## config.mk

```make
export PLATFORM = sky130hd
export DESIGN_NAME = fetch_queue
export DESIGN_NICKNAME = d
export VERILOG_FILES = /design/src/rtl/fetch_queue.sv
export SDC_FILE = /design/constraint.sdc
export NUM_CORES = 1
export LEC_CHECK = 0
export ABC_AREA = 1
export CORE_AREA = 2 2 165 167
export DETAILED_ROUTE_END_ITERATION = 8
export DIE_AREA = 0 0 167 169
export PLACE_DENSITY_LB_ADDON = 0.1
export SYNTH_ARGS = -nofsm -noshare
export SYNTH_HDL_FRONTEND = slang
export SYNTH_SLANG_ARGS = --single-unit
```

## constraint.sdc

```tcl
create_clock -name clk -period 6.15 [get_ports clk]
set_input_delay 1.23 -clock clk [delete_from_list [all_inputs] [get_ports clk]]
set_output_delay 1.23 -clock clk [all_outputs]
set_load 0.01 [all_outputs]
```

## src/rtl/fetch_queue.sv

```systemverilog
// Instruction-fetch buffer: gates the PC, tags each synchronous-ROM word with the
// PC that fetched it, and queues {pc, instruction} pairs for decode.
module fetch_queue #(
  parameter int ADDR_W = 6,
  parameter int INST_W = 32,
  parameter int DEPTH  = 4
) (
  input  logic                         clk,
  input  logic                         resetIn,
  input  logic [ADDR_W-1:0]            pcAddr,
  input  logic [INST_W-1:0]            romData,
  input  logic                         flush,
  output logic                         pcEnable,
  output logic                         instValid,
  input  logic                         instReady,
  output logic [INST_W-1:0]            instOut,
  output logic [ADDR_W-1:0]            instPc,
  output logic [$clog2(DEPTH+1)-1:0]   count
);

  localparam int PTR_W = $clog2(DEPTH);
  localparam int CNT_W = $clog2(DEPTH+1);
  localparam logic [CNT_W:0] DEPTH_C = (CNT_W+1)'(DEPTH);

  logic [CNT_W-1:0]  count_q, count_d;
  logic [PTR_W-1:0]  rd_ptr_q, rd_ptr_d;
  logic [PTR_W-1:0]  wr_ptr_q, wr_ptr_d;
  logic              inflight_q, inflight_d;
  logic [ADDR_W-1:0] tag_pc_q, tag_pc_d;
  logic [INST_W-1:0] inst_mem_q [DEPTH];
  logic [ADDR_W-1:0] pc_mem_q [DEPTH];

  logic              pop;
  logic              issue;
  logic              push;
  logic [CNT_W:0]    occupancy;

  assign instValid = resetIn & (count_q != '0) & ~flush;
  assign pop       = instValid & instReady;

  // Entries held plus the word still coming out of the ROM, after this cycle's pop;
  // only issue when that leaves a free slot for the new fetch.
  assign occupancy = {1'b0, count_q} + (CNT_W+1)'(inflight_q) - (CNT_W+1)'(pop);
  assign pcEnable  = resetIn & (flush | (occupancy < DEPTH_C));
  assign issue     = pcEnable & ~flush & resetIn;
  assign push      = inflight_q & ~flush;

  assign instOut = inst_mem_q[rd_ptr_q];
  assign instPc  = pc_mem_q[rd_ptr_q];
  assign count   = count_q;

  always_comb begin
    count_d    = count_q;
    rd_ptr_d   = rd_ptr_q;
    wr_ptr_d   = wr_ptr_q;
    inflight_d = issue;
    tag_pc_d   = pcAddr;
    if (flush) begin
      count_d    = '0;
      rd_ptr_d   = '0;
      wr_ptr_d   = '0;
      inflight_d = 1'b0;
    end else begin
      if (push) wr_ptr_d = wr_ptr_q + PTR_W'(1);
      if (pop)  rd_ptr_d = rd_ptr_q + PTR_W'(1);
      count_d = count_q + CNT_W'(push) - CNT_W'(pop);
    end
  end

  always_ff @(posedge clk) begin
    if (!resetIn) begin
      count_q    <= '0;
      rd_ptr_q   <= '0;
      wr_ptr_q   <= '0;
      inflight_q <= 1'b0;
      tag_pc_q   <= '0;
    end else begin
      count_q    <= count_d;
      rd_ptr_q   <= rd_ptr_d;
      wr_ptr_q   <= wr_ptr_d;
      inflight_q <= inflight_d;
      tag_pc_q   <= tag_pc_d;
    end
  end

  always_ff @(posedge clk) begin
    if (!resetIn) begin
      for (int i = 0; i < DEPTH; i++) begin
        inst_mem_q[i] <= '0;
        pc_mem_q[i]   <= '0;
      end
    end else if (push) begin
      inst_mem_q[wr_ptr_q] <= romData;
      pc_mem_q[wr_ptr_q]   <= tag_pc_q;
    end
  end

endmodule

```

==> flow_summary_export.csv <==
group,metric,value,unit
final_layout,nets,832,
logic_synthesis,synth_simple_gate_area_share,0.151,
flow_run,max-cap-violations,0,
route,first_pass_iters,5,
timing,finalCriticalPeriod,5.12,ns
cts,clock_sinks,168,
worst_setup_path,end_kind,"output pin",
cts,cts_made_buffers,17,
route,drc,0,
cts,cts_root_buffer,"clkbuf_16",
logic_synthesis,synth.net_count,760,
worst_setup_path,crit_slowest_cell,"clkdlybuf4s50_1",
logic_synthesis,netlist_instances,712,
floorplanning,fp.dieH,169,um
floorplanning,chipWidth,167,um
route,ant_nets,0,
grt,use_met2,0.227,
grt,grt_pass1_wl,29600,um
logic_synthesis,avgSynthCellArea,10.3,um2
cts,ctsHoldBuffers,0,
logic_synthesis,ys_top_cells_by_area,"edfxtp_1 62%, nor2_1 11%, inv_1 5.2%",
worst_setup_path,crit_top_cell,"nand2_1",
cts,cts_tree,"yes",
worst_setup_path,cp_cell_sequence,"clkdlybuf4s50_1 > buf_4 > inv_2 > nor2_4 > nand3_1 > inv_1 > ha_1 > inv_1 > ha_1 > nand2_1 > nor2_1 > nor2_1 > nand2_1 > nand2_1 > a21oi_1 > clkdlybuf4s50_1",
logic_synthesis,synth_warnings,0,
hold_path,holdCritPathClass,"reg -> reg",
grt,grt-busiest-layer,"met2",
timing,worst_pin_slew,1.12,ns
place,dp_hpwl,10500,um
grt,antenna_found_initial,1,
outcome,outcome,"complete, no violations",
logic_synthesis,synth_top_area_frac,0.622,
worst_setup_path,arrival,3.89,ns
logic_synthesis,synth_compound_area_frac,0.0946,
floorplanning,start_util,0.277,
timing,rsz0062_at_grt,"false",
route,routed_wl,19200,um
cts,htreeDepth,4,
worst_setup_path,startpoint_type,"input port",
cts,clockBufferDepth,2,
pwr,p_per_area,276,nW/um2
pwr,leakage,3.40,nW
logic_synthesis,synth_top_area_cell,"edfxtp_1",
grt,grtUsageMet3,0.0344,
floorplanning,core_area,26500,um2
place,port_buffers,84,
logic_synthesis,syn_area,7340,um2
final_layout,syn2layout_area_growth,24.6,%
worst_setup_path,crit_fanout,11,
grt,grt.overflow.total,0,
logic_synthesis,synth_top_family_by_area,"simple AND/OR/NAND/NOR gates",
logic_synthesis,ys_ff_latch,168,
route,viasPerCell,4.49,
route,vias,5110,
floorplanning,die_area,28200,um2
grt,first_global_vias,5313,
route,wl_per_cell,16.8,um
route,first_iter_violations,332,
cts,clock_latency,0.42,ns
final_layout,drive_gt1_frac,0.0866,
worst_setup_path,setup.worst_path.class,"in -> out",
pwr,vdd_ir_drop_max,0.000166,V
logic_synthesis,synthAdderAreaFrac,0.0113,
logic_synthesis,yosysSeqAreaShare,0.666,
cts,clkTransAtPathRegs,0.06,ns
logic_synthesis,synth_xor_area_frac,0,
grt,grt_max_degree,77,
grt,grtUsageTotal,0.137,
logic_synthesis,synthMuxAreaShare,0,
timing,fin_skew,0.00914,ns
grt,met1_usage,0.180,
timing,setup_tns,0,ns
cts,cts_resized,0,
timing,drv_slew,0,
logic_synthesis,synth_cell_types,22,
floorplanning,core.rowCount,60,
timing,relSlewSlack,0.249,
worst_setup_path,crit_required,4.92,ns
worst_setup_path,max_stage_delay,0.55,ns
place,place_congestion,0.769,
timing,finalSetupViolCount,0,
timing,fmax,0.195,GHz
timing,final-hold-violation-count,0,
floorplanning,io-pin-count,85,
pwr,p_total,2.52,mW
cts,post_cts_buffers,0,
timing,finalCritPeriodShare,0.832,
-- per-layer routing --
metal / wire [um] / vias up
li1: - / 2505
met1: 9120 / 2504
met2: 9170 / 92
met3: 726 / 9
met4: 165 / 0
met5: 0 / -
-- worst max-delay path, delay by kind of cell --
kind,cells,cell delay [ns]
buffers and inverters,6,1.47
adders and majority gates,2,0.41
AOI/OAI and AO/OA,1,0.14
and+or+nand+nor,7,0.64
-- sequential cells by signal, summed over array words and instances (netlist names), named ones only --
| signal | count |
|---|---|
| inst_mem_q | 128 |
| inflight_q | 1 |
| count | 3 |
| pc_mem_q | 24 |
| rd_ptr_q | 2 |
| tag_pc_q | 6 |
| wr_ptr_q | 2 |
-- area by class of cell --
class / instances / area, um2
fillers: 2683 / 17400
flip-flops and latches: 168 / 4890
multi-input cells: 399 / 1930
repair buffers: 94 / 916
clock buffers: 19 / 433
well taps: 341 / 427
inverters: 104 / 390
clock inverters: 13 / 153
diodes: 1 / 2.50
-- report_power, final --
group / internal, mW / switching, mW / leakage [nW] / total (mW)
clock: 0.637 / 0.433 / 0.282 / 1.07
sequential: 1.29 / 0.0109 / 1.72 / 1.30
combinational: 0.0630 / 0.0931 / 1.40 / 0.156
-- stage by stage --
step                      worst slack, ns  instance area (um2)  std cells  hold slack, ns  utilization
after global placement               1.07                 8550       1106           0.502        0.323
after floorplan                      1.41                 7340        712           0.473            -
after global routing                0.840                 9140       1138           0.556        0.345
final                                1.03                 9140       1139           0.520        0.345
after detailed placement             1.03                 8550       1106           0.505        0.323
after CTS                            1.02                 9140       1138           0.518        0.345
-- synthesized netlist by cell type --
library cell	n
a21oi_1	5
o21ai_0	76
o22ai_1	38
a31oi_1	1
dfxtp_1	16
clkbuf_1	34
edfxtp_1	152
fa_1	1
inv_1	102
nor2_4	11
o21bai_1	1
nand4_1	2
buf_2	5
nor2_1	215
nand3_1	3
buf_6	2
nand2_1	24
nor2_2	10
inv_2	2
o31ai_1	1
ha_1	5
o21ai_1	6
-- kinds of logic after synthesis --
logic type	count (synthesis)
simple gates	265
compound gates	128
flops	168
buf+inv	145
fa+ha+maj	6
-- layout by cell type, fill, tap and decap left out, drive strengths merged, types with 3 or more instances in the layout --
master / n
clkinv: 8
nand2: 24
inv: 105
nand3: 3
dfxtp: 16
bufinv: 3
ha: 5
o21ai: 82
clkbuf: 19
clkdlybuf4s50: 84
edfxtp: 152
a21oi: 5
buf: 10
o22ai: 38
nor2: 236
-- final timing paths --
| check | start | end | slack, ns | cells past startpoint |
|---|---|---|---|---|
| worst max register to register | wr_ptr_q[0] | inst_mem_q[2][23] | 3.14 | 4 |
| worst max-delay path | resetIn | pcEnable | 1.03 | 16 |
| worst min register to register | rd_ptr_q[1] | register | 0.52 | 2 |
| worst min-delay path | rd_ptr_q[1] | register | 0.52 | 2 |
(Power assumes the default switching activity.)
